<file path="config.mk">
export PLATFORM = sky130hd
export DESIGN_NAME = instgen
export DESIGN_NICKNAME = d
export VERILOG_FILES = /design/src/rtl/npu_pkg.sv /design/src/rtl/instgen_cnt2d.sv /design/src/rtl/instgen.sv
export SDC_FILE = /design/constraint.sdc
export NUM_CORES = 2
export LEC_CHECK = 0
export ABC_AREA = 1
export BUFFER_PORTS_ARGS = -buffer_cell sky130_fd_sc_hd__buf_2
export CAP_MARGIN = 5
export CORE_UTILIZATION = 55
export CTS_CLUSTER_DIAMETER = 80
export CTS_CLUSTER_SIZE = 25
export DETAILED_ROUTE_END_ITERATION = 10
export GPL_ROUTABILITY_DRIVEN = 0
export GPL_TIMING_DRIVEN = 0
export PLACE_DENSITY_LB_ADDON = 0.05
export SETUP_SLACK_MARGIN = 0.15
export SYNTH_ARGS = -nofsm -noshare
export SYNTH_HDL_FRONTEND = slang
export SYNTH_HIERARCHICAL = 1
export SYNTH_SLANG_ARGS = --single-unit
</file>
<file path="constraint.sdc">
create_clock -name clk -period 11.2 [get_ports clk]
set_clock_uncertainty 0.2 [all_clocks]
set_input_delay 2.24 -clock clk [delete_from_list [all_inputs] [get_ports clk]]
set_output_delay 2.24 -clock clk [all_outputs]
set_load 0.01 [all_outputs]
</file>
<file path="src/rtl/npu_pkg.sv">
// Shared conv-NPU constants and the instruction-generator FSM state encoding.
package npu_pkg;

  localparam int CSR_AW  = 32;
  localparam int XLEN    = 32;
  localparam int FRAM_AW = 20;
  localparam int KRAM_AW = 16;

  typedef enum logic [1:0] {
    IDLE,
    SETUP,
    GEN
  } state_t;

endpackage

</file>
<file path="src/rtl/instgen_cnt2d.sv">
// 2-D raster counter for output pixels (ox fastest), with row-wrap and
// "next position is the final pixel" flags for registered tlast generation.
module instgen_cnt2d #(
  parameter int W = 32
) (
  input  logic         clk,
  input  logic         rst_n,
  input  logic         i_load,
  input  logic         i_adv,
  input  logic [W-1:0] i_width,
  input  logic [W-1:0] i_height,
  output logic         o_last_x,
  output logic         o_next_last
);

  logic [W-1:0] r_x;
  logic [W-1:0] r_y;
  logic         w_last_y;

  assign o_last_x = (r_x == i_width - 1'b1);
  assign w_last_y = (r_y == i_height - 1'b1);
  assign o_next_last = o_last_x ? ((r_y + 1'b1 == i_height - 1'b1) && (i_width == 1))
                                : (w_last_y && (r_x + 1'b1 == i_width - 1'b1));

  // NOTE: state registers use non-blocking assignments so every flop samples pre-edge values.
  always_ff @(posedge clk or negedge rst_n) begin
    if (!rst_n) begin
      r_x <= '0;
      r_y <= '0;
    end else if (i_load) begin
      r_x <= '0;
      r_y <= '0;
    end else if (i_adv) begin
      if (o_last_x) begin
        r_x <= '0;
        r_y <= r_y + 1'b1;
      end else begin
        r_x <= r_x + 1'b1;
      end
    end
  end

endmodule

</file>
<file path="src/rtl/instgen.sv">
// Conv-layer instruction generator: one descriptor in, one instruction per output pixel out.
// Define INSTGEN_ASSERT_EN to compile in simulation assertions on the instruction stream.
module instgen
  import npu_pkg::*;
#(
  parameter int ADDR_WIDTH      = CSR_AW,
  parameter int DATA_WIDTH      = XLEN,
  parameter int FRAM_ADDR_WIDTH = FRAM_AW,
  parameter int KRAM_ADDR_WIDTH = KRAM_AW
) (
  input  logic                       clk,
  input  logic                       rst_n,
  input  logic [ADDR_WIDTH-1:0]      feature_baseaddr,
  input  logic [ADDR_WIDTH-1:0]      kernel_baseaddr,
  input  logic [ADDR_WIDTH-1:0]      output_baseaddr,
  input  logic [DATA_WIDTH-1:0]      feature_width,
  input  logic [DATA_WIDTH-1:0]      feature_height,
  input  logic [DATA_WIDTH-1:0]      feature_chin,
  input  logic [DATA_WIDTH-1:0]      feature_chout,
  input  logic [DATA_WIDTH-1:0]      output_width,
  input  logic [DATA_WIDTH-1:0]      output_height,
  input  logic [7:0]                 kernel_sizeh,
  input  logic [7:0]                 kernel_sizew,
  input  logic [7:0]                 stride,
  input  logic                       has_bias,
  input  logic                       has_relu,
  input  logic                       csrcmd_valid,
  output logic                       instgen_ready,
  output logic [FRAM_ADDR_WIDTH-1:0] stride_feature_baseaddr,
  output logic [KRAM_ADDR_WIDTH-1:0] stride_kernel_baseaddr,
  output logic [DATA_WIDTH-1:0]      stride_feature_chin,
  output logic [DATA_WIDTH-1:0]      stride_feature_chout,
  output logic [DATA_WIDTH-1:0]      stride_feature_width,
  output logic [DATA_WIDTH-1:0]      stride_feature_height,
  output logic [7:0]                 stride_kernel_sizeh,
  output logic [7:0]                 stride_kernel_sizew,
  output logic                       stride_has_bias,
  output logic                       stride_has_relu,
  output logic [FRAM_ADDR_WIDTH-1:0] stride_wb_baseaddr,
  output logic [DATA_WIDTH-1:0]      stride_wb_ch_offset,
  output logic                       inst_valid,
  output logic                       tlast,
  input  logic                       decoder_ready
);

  state_t                     r_state;
  logic [DATA_WIDTH-1:0]      r_ow;
  logic [DATA_WIDTH-1:0]      r_oh;
  logic [7:0]                 r_stride;
  logic [FRAM_ADDR_WIDTH-1:0] r_xstep;
  logic [FRAM_ADDR_WIDTH-1:0] r_ystep;
  logic [FRAM_ADDR_WIDTH-1:0] r_frow;
  logic [FRAM_ADDR_WIDTH-1:0] r_wbrow;

  logic [DATA_WIDTH-1:0]      w_s;
  logic [FRAM_ADDR_WIDTH-1:0] w_xstep;
  logic [FRAM_ADDR_WIDTH-1:0] w_ystep;
  logic [FRAM_ADDR_WIDTH-1:0] w_ow_f;
  logic                       w_cnt_load;
  logic                       w_cnt_adv;
  logic                       w_last_x;
  logic                       w_next_last;
  logic                       w_unused;

  // A zero stride behaves as 1; only low address bits matter, so the products are truncated early.
  assign w_s     = (r_stride == 8'd0) ? DATA_WIDTH'(1) : DATA_WIDTH'(r_stride);
  assign w_xstep = FRAM_ADDR_WIDTH'(w_s * stride_feature_chin);
  assign w_ystep = FRAM_ADDR_WIDTH'(w_s * stride_feature_width * stride_feature_chin);
  assign w_ow_f  = r_ow[FRAM_ADDR_WIDTH-1:0];

  assign w_cnt_load = (r_state == SETUP);
  assign w_cnt_adv  = (r_state == GEN) && decoder_ready && !tlast;
  assign w_unused   = ^{feature_baseaddr[ADDR_WIDTH-1:FRAM_ADDR_WIDTH],
                        output_baseaddr[ADDR_WIDTH-1:FRAM_ADDR_WIDTH],
                        kernel_baseaddr[ADDR_WIDTH-1:KRAM_ADDR_WIDTH]};

  instgen_cnt2d #(.W(DATA_WIDTH)) u_cnt (
    .clk         (clk),
    .rst_n       (rst_n),
    .i_load      (w_cnt_load),
    .i_adv       (w_cnt_adv),
    .i_width     (r_ow),
    .i_height    (r_oh),
    .o_last_x    (w_last_x),
    .o_next_last (w_next_last)
  );

  always_ff @(posedge clk or negedge rst_n) begin
    if (!rst_n) begin
      r_state                 <= IDLE;
      instgen_ready           <= 1'b1;
      inst_valid              <= 1'b0;
      tlast                   <= 1'b0;
      r_ow                    <= '0;
      r_oh                    <= '0;
      r_stride                <= '0;
      r_xstep                 <= '0;
      r_ystep                 <= '0;
      r_frow                  <= '0;
      r_wbrow                 <= '0;
      stride_feature_baseaddr <= '0;
      stride_kernel_baseaddr  <= '0;
      stride_feature_chin     <= '0;
      stride_feature_chout    <= '0;
      stride_feature_width    <= '0;
      stride_feature_height   <= '0;
      stride_kernel_sizeh     <= '0;
      stride_kernel_sizew     <= '0;
      stride_has_bias         <= 1'b0;
      stride_has_relu         <= 1'b0;
      stride_wb_baseaddr      <= '0;
      stride_wb_ch_offset     <= '0;
    end else begin
      case (r_state)
        IDLE: begin
          if (csrcmd_valid) begin
            r_state                 <= SETUP;
            instgen_ready           <= 1'b0;
            r_ow                    <= output_width;
            r_oh                    <= output_height;
            r_stride                <= stride;
            r_frow                  <= feature_baseaddr[FRAM_ADDR_WIDTH-1:0];
            r_wbrow                 <= output_baseaddr[FRAM_ADDR_WIDTH-1:0];
            stride_feature_baseaddr <= feature_baseaddr[FRAM_ADDR_WIDTH-1:0];
            stride_wb_baseaddr      <= output_baseaddr[FRAM_ADDR_WIDTH-1:0];
            stride_kernel_baseaddr  <= kernel_baseaddr[KRAM_ADDR_WIDTH-1:0];
            stride_feature_chin     <= feature_chin;
            stride_feature_chout    <= feature_chout;
            stride_feature_width    <= feature_width;
            stride_feature_height   <= feature_height;
            stride_kernel_sizeh     <= kernel_sizeh;
            stride_kernel_sizew     <= kernel_sizew;
            stride_has_bias         <= has_bias;
            stride_has_relu         <= has_relu;
          end
        end
        SETUP: begin
          r_xstep             <= w_xstep;
          r_ystep             <= w_ystep;
          stride_wb_ch_offset <= r_ow * r_oh;
          if (r_ow == '0 || r_oh == '0) begin
            r_state       <= IDLE;
            instgen_ready <= 1'b1;
          end else begin
            r_state    <= GEN;
            inst_valid <= 1'b1;
            tlast      <= (r_ow == 1) && (r_oh == 1);
          end
        end
        GEN: begin
          if (decoder_ready) begin
            if (tlast) begin
              r_state       <= IDLE;
              instgen_ready <= 1'b1;
              inst_valid    <= 1'b0;
              tlast         <= 1'b0;
            end else begin
              tlast <= w_next_last;
              // Row wrap restarts from the row pointer, so no per-pixel multiply is needed.
              if (w_last_x) begin
                r_frow                  <= r_frow + r_ystep;
                stride_feature_baseaddr <= r_frow + r_ystep;
                r_wbrow                 <= r_wbrow + w_ow_f;
                stride_wb_baseaddr      <= r_wbrow + w_ow_f;
              end else begin
                stride_feature_baseaddr <= stride_feature_baseaddr + r_xstep;
                stride_wb_baseaddr      <= stride_wb_baseaddr + 1'b1;
              end
            end
          end
        end
        default: r_state <= IDLE;
      endcase
    end
  end

`ifdef INSTGEN_ASSERT_EN
  logic [DATA_WIDTH-1:0] a_xfers;

  always_ff @(posedge clk or negedge rst_n) begin
    if (!rst_n)                         a_xfers <= '0;
    else if (r_state == SETUP)          a_xfers <= '0;
    else if (inst_valid && decoder_ready) a_xfers <= a_xfers + 1'b1;
  end

  a_stall_stable: assert property (@(posedge clk) disable iff (!rst_n)
    inst_valid && !decoder_ready |=> inst_valid && $stable(stride_feature_baseaddr)
      && $stable(stride_wb_baseaddr) && $stable(tlast));

  a_tlast_final: assert property (@(posedge clk) disable iff (!rst_n)
    inst_valid |-> (tlast == (a_xfers + 1'b1 == stride_wb_ch_offset)));

  a_idle_quiet: assert property (@(posedge clk) disable iff (!rst_n)
    (r_state == IDLE) |-> !inst_valid);
`endif

endmodule

</file>
**Yosys cells after proc, flatten, opt, wreduce, memory -nomap -nowiden**

Index checks and enable logic that the tools add are counted.

- Add/subtract/negate cells: 8
- Multiply operators: 4
- Equality and inequality tests: 15
- Multiplexer cells: 44
- Reduce and logical (&&, ||, !) cells: 24

Operators with widths:

| kind | count |
|---|---|
| $mux W20 | 14 |
| $mux W32 | 6 |
| $pmux W20 S2 | 4 |
| $eq A32 B32 Y1 | 4 |
| $add A32 B1 Y32 const B | 2 |
| $eq A32 B1 Y1 const B | 2 |
| $logic_not A32 Y1 | 2 |
| $sub A32 B1 Y32 const B | 2 |
| $add A20 B20 Y20 | 3 |
| $mul A32 B32 Y20 | 1 |
| $mul A32 B32 Y32 | 1 |
| $mul A8 B32 Y20 | 1 |
| $mul A8 B32 Y32 | 1 |
| $add A20 B1 Y20 const B | 1 |
| $ne A2 B2 Y1 const B | 6 |
| $mux W1 | 11 |
| $reduce_and A5 Y1 | 2 |
| $logic_not A8 Y1 | 1 |
| $mux W2 | 4 |
| $mux W8 | 1 |
| $reduce_and A4 Y1 | 2 |
| $reduce_bool A2 Y1 | 4 |
| $pmux W2 S3 | 1 |
| $reduce_and A3 Y1 | 2 |
| 11 further kinds | 17 |

- Bits in registers: 455
- Output and inout port bits: 237
- Word-level logic and storage cells: 120

**Depth between registers and ports, before layout**

- Word-level depth: 7
- Gate-level depth with buffers: 52

**By module**

The synthesis kept the hierarchy.

By module, submodules not included:

| module | instances | cells an instance | area an instance (um^2) | seq. area each (um^2) |
|---|---|---|---|---|
| instgen | 1 | 5778 | 48302.6 | 9785.6 |
| instgen_cnt2d | 1 | 1655 | 8698.3 | 1601.5 |

**Worst setup path before layout**

OpenSTA, ideal clock, no wires.

- Kind: flip-flop to flip-flop
- From: reg r_stride[5]
- To: reg r_ystep[19]
- Setup time: 0.117 ns
- Arrival time: 9.274 ns
- Path slack: 1.608 ns
- Stages on the path, launching flop included: 44
- Buffers on the path: 2
- Path through: dfrtp_1 -> clkbuf_1 -> clkbuf_1 -> nand2_1 -> fa_1 -> inv_1 -> fa_1 -> fa_1 -> inv_1 -> fa_1 -> inv_1 -> ha_1 -> nand2_1 -> nand2_1 -> a21oi_2 -> inv_1 -> nand2_1 -> nand3_1 -> [... 8 more ...] -> inv_1 -> fa_1 -> fa_1 -> inv_1 -> fa_1 -> inv_1 -> ha_1 -> inv_1 -> nor3_1 -> and3_1 -> nand3_1 -> nand3_1 -> xor2_1 -> nand3_1 -> nand2_1 -> nand3_1 -> nand3_1 -> nand2_1

- Cells in the longest elaborated chain, start to end: 4

Ends and longest elaborated chain:

| element | RTL line | RTL |
|---|---|---|
| start: declaration | instgen.sv:49 | `logic [7:0] r_stride;` |
| start signal: assignment | instgen.sv:121 | `r_stride <= stride;` |
| $logic_not A8 Y1 | instgen.sv:66 | `assign w_s = (r_stride == 8'd0) ? DATA_WIDTH'(1) : DATA_WIDTH'(r_stride);` |
| $mux W8 * | instgen.sv:66 |  |
| $mul A8 B32 Y32 * | instgen.sv:68 | `assign w_ystep = FRAM_ADDR_WIDTH'(w_s * stride_feature_width * stride_feature_chin);` |
| $mul A32 B32 Y20 * | instgen.sv:68 |  |
| end signal: assignment | instgen.sv:139 | `r_ystep <= w_ystep;` |
| end: declaration | instgen.sv:51 | `logic [FRAM_ADDR_WIDTH-1:0] r_ystep;` |

Every way passes the cells marked *; elsewhere a longest branch is shown, timed or not.
A chain may end at the register's enable or synchronous reset.

**Final worst setup path**

- From: reg r_stride[2]
- To: reg r_ystep[19]

The elaborated chain is that of the path after synthesis.

==> run metrics <==
FF+latch count, synth 455; count of input and output buffers 514; average instance area after synthesis 7.67 um2; run status finished, final reports clean; first-pass iteration count of the detailed router 7; number of antenna violations at the first check in global routing 23; via-per-instance ratio 5.58; number of failing setup endpoints in the final timing report 0; classification of the worst-slack hold path register to register; Yosys warning count 6; clock transition at the registers of the reported paths 0.09 ns; type of the setup path with the least slack register to register; die span in y 324 um; max-slew violation count 0; share of layout cells above drive strength 1 0.115; post-detailed-placement half-perimeter wirelength 168 mm; die outline width 324 um; element type at the critical path end register; core footprint 0.102 mm2; number of H-tree branching levels 2; remaining antenna violation count 0; drt drc 0; CTS Root Buffer Type sky130_fd_sc_hd__clkbuf_16; WP data required 11.53 ns; post-layout utilization of the core 0.615; maximum number of pins on one net before global-route repair 98; Syn Inst Count 7433; most prevalent standard cell on the critical path sky130_fd_sc_hd__fa_1; number of buffers created by CTS 37; effective utilization at floorplan 0.557; Total Die Area 0.105 mm2; number of DRC markers in iteration 0 5629; maximum operating frequency 94.2 MHz; headroom to the max-slew limit 0.114; first-pass GRT wire length 307 mm; RSZ-0062 raised after global routing false; P&R area growth vs syn 10.4%; Final Critical Period 10.62 ns; dominant register cell in the synthesized netlist sky130_fd_sc_hd__dfrtp_1; maximum net fanout on the critical path 10; clock latency on the worst-skew pair 0.66 ns; GR Util All Layers 0.392; final clock period utilization by the worst path 0.948; clk buf depth 3; Max Cap Viol 0; post-synthesis instance area 0.0570 mm2; CTS Hold Bufs 0; standard-cell row count 117; number of nets at the end of the flow 9341; total overflow reported by the global router 0; final design area excluding fillers 0.0629 mm2; count of cell types in the netlist 70; CP startpoint kind register; count of placed standard cells including taps 9319; Hold Fails Final Rpt 0; maximum cell stage delay along the critical path 0.59 ns; number of nets produced by synthesis 8782; drt wl/cell 21.5 um; arrival time at the worst endpoint 10.95 ns; Final Instance Count excl. Fillers 9400; instance area at placement 0.0614 mm2; vias in the first global route 51764; number of inserted filler cells in the final layout 9424; I/O pin cnt 555; Least-Margin Pin Slew 1.33 ns; count of flip-flops with a built-in enable after synthesis 0; CP max-delay cell sky130_fd_sc_hd__fa_1; Vias 52434; clk sink count 455; total wire length after detailed routing 202 mm; clock tree from TritonCTS built; share of async-settable or async-resettable flops after synthesis 1.00; sequential area share after synthesis 0.200
[critical path: cells and delay by family (launching register included)]
family                   cells  cell delay, ns
XOR/XNOR                     2            0.41
buffers and inverters       11            1.11
flip-flops                   1            0.37
AO/OA/AOI/OAI                1            0.19
AND/OR/NAND/NOR             15            1.81
adder cells (fa/ha/maj)     13            6.38
[kinds of logic after synthesis]
logic type      share of synthesized area
compound gates                     0.0604
simple gates                        0.220
fa+ha+maj                           0.321
xor+xnor                           0.0404
flops                               0.200
mux                                0.0387
buf+inv                             0.120
[metrics by stage]
step                      worst slack (ns)  hold slack, ns  setup TNS, ns
after floorplan                       1.61           0.246              0
after global placement               -2.15           0.253        -934.00
after detailed placement            -0.521           0.258         -0.521
after CTS                            0.165           0.275              0
after global routing                 0.192           0.307              0
final                                0.580           0.276              0
[flip-flops by register name, summed over array words and instances, names as in the netlist, 16 cells and up]
| name | cells |
|---|---|
| r_ow | 32 |
| u_cnt/r_x | 32 |
| stride_feature_height | 32 |
| r_ystep | 20 |
| stride_feature_chout | 32 |
| r_wbrow | 20 |
| r_frow | 20 |
| stride_kernel_baseaddr | 16 |
| stride_feature_chin | 32 |
| r_xstep | 20 |
| stride_feature_baseaddr | 20 |
| stride_wb_ch_offset | 32 |
| stride_feature_width | 32 |
| r_oh | 32 |
| stride_wb_baseaddr | 20 |
| u_cnt/r_y | 32 |
[layout make-up]
type | count | area, um2 | area share
Multi-Input combinational cell | 5176 | 38900 | 0.618
Sequential cell | 455 | 11400 | 0.181
Inverter | 1512 | 5680 | 0.0902
Timing Repair Buffer | 523 | 2730 | 0.0434
Tap cell | 1368 | 1710 | 0.0272
Buffer | 287 | 1190 | 0.0189
Clock buffer | 37 | 926 | 0.0147
Clock inverter | 28 | 383 | 0.00609
Antenna cell | 14 | 35.0 | 0.000557
[synthesized netlist by cell type, drive strengths merged (2+ instances only)]
cell type | n | area share
o21ai | 167 | 0.015
a211oi | 2 | 0.00026
nor3 | 43 | 0.0038
o31ai | 12 | 0.0016
ha | 315 | 0.069
nand3 | 288 | 0.025
a221oi | 5 | 0.00077
o211ai | 9 | 0.0012
inv | 1503 | 0.099
nor2 | 552 | 0.038
o221a | 4 | 0.00079
a31oi | 21 | 0.0023
o311ai | 2 | 0.00031
a21o | 12 | 0.0016
and3 | 2 | 0.00022
nor3b | 4 | 0.00053
xnor3 | 2 | 0.00079
xnor2 | 97 | 0.015
mux2 | 196 | 0.039
clkbuf | 236 | 0.016
o211a | 11 | 0.0019
nand3b | 12 | 0.0016
nand2 | 2091 | 0.14
dfrtp | 454 | 0.20
and2 | 4 | 0.00044
nor4 | 19 | 0.0021
xor2 | 158 | 0.024
or2 | 26 | 0.0029
fa | 716 | 0.25
buf | 54 | 0.0046
o21bai | 19 | 0.0026
o221ai | 5 | 0.00077
o32a | 2 | 0.00035
clkinv | 9 | 0.00059
a21boi | 3 | 0.00040
a2bb2oi | 9 | 0.0014
o21a | 31 | 0.0041
a21oi | 233 | 0.021
a22oi | 3 | 0.00040
nand4 | 64 | 0.0070
o22ai | 29 | 0.0032
[placed cells by master (no fill, tap or decap), types with 14 or more instances in the layout]
cell and n:
sky130_fd_sc_hd__ha_1 312, sky130_fd_sc_hd__a21oi_1 229, sky130_fd_sc_hd__nor4_1 19, sky130_fd_sc_hd__fa_1 715, sky130_fd_sc_hd__diode_2 14, sky130_fd_sc_hd__o21bai_1 17, sky130_fd_sc_hd__clkbuf_1 212, sky130_fd_sc_hd__nand2_1 2078
sky130_fd_sc_hd__clkbuf_16 37, sky130_fd_sc_hd__xor2_1 155, sky130_fd_sc_hd__buf_1 27, sky130_fd_sc_hd__buf_2 530, sky130_fd_sc_hd__dfrtp_1 454, sky130_fd_sc_hd__nand4_1 64, sky130_fd_sc_hd__xnor2_1 95, sky130_fd_sc_hd__nor2_1 530
sky130_fd_sc_hd__mux2_2 196, sky130_fd_sc_hd__a31oi_1 21, sky130_fd_sc_hd__nand3_1 283, sky130_fd_sc_hd__nor3_1 42, sky130_fd_sc_hd__o22ai_1 29, sky130_fd_sc_hd__o21a_1 31, sky130_fd_sc_hd__or2_2 21, sky130_fd_sc_hd__clkbuf_2 15
sky130_fd_sc_hd__o21ai_0 156, sky130_fd_sc_hd__inv_1 1493, sky130_fd_sc_hd__nor2_2 17
[layer usage]
| layer | vias to the layer above | GRT usage | part of all wire |
|---|---|---|---|
| li1 | 23590 | - | - |
| met1 | 25425 | 0.513 | 0.39 |
| met2 | 2838 | 0.602 | 0.44 |
| met3 | 571 | 0.109 | 0.12 |
| met4 | 10 | 0.181 | 0.055 |
| met5 | - | 0 | 0.00030 |
[what timing repair did]
action / in CTS / in global routing
setup buffers: 0 / 5
gates resized for setup: 19 / 40
pin swaps: 0 / 3
endpoints found under the setup margin: 1 / 1
cloned: 0 / 0
[worst paths after layout]
path,cells past startpoint,slack [ns],to,startpoint
max reg2reg,42,0.58,r_ystep[19]$_DFFE_PN0P_,r_stride[2]$_DFFE_PN0P_
max in group asynchronous,4,7.61,r_ystep[17]$_DFFE_PN0P_,rst_n
min,2,0.28,stride_wb_ch_offset[1]$_DFFE_PN0P_,stride_wb_ch_offset[1]$_DFFE_PN0P_
min in group asynchronous,1,1.41,stride_feature_width[22]$_DFFE_PN0P_,rst_n
min reg2reg,2,0.28,stride_wb_ch_offset[1]$_DFFE_PN0P_,stride_wb_ch_offset[1]$_DFFE_PN0P_
max,42,0.58,r_ystep[19]$_DFFE_PN0P_,r_stride[2]$_DFFE_PN0P_
Power is left out: the tool's default activity adds up to more than one toggle a clock period on the data nets, which glitch-free logic cannot reach.
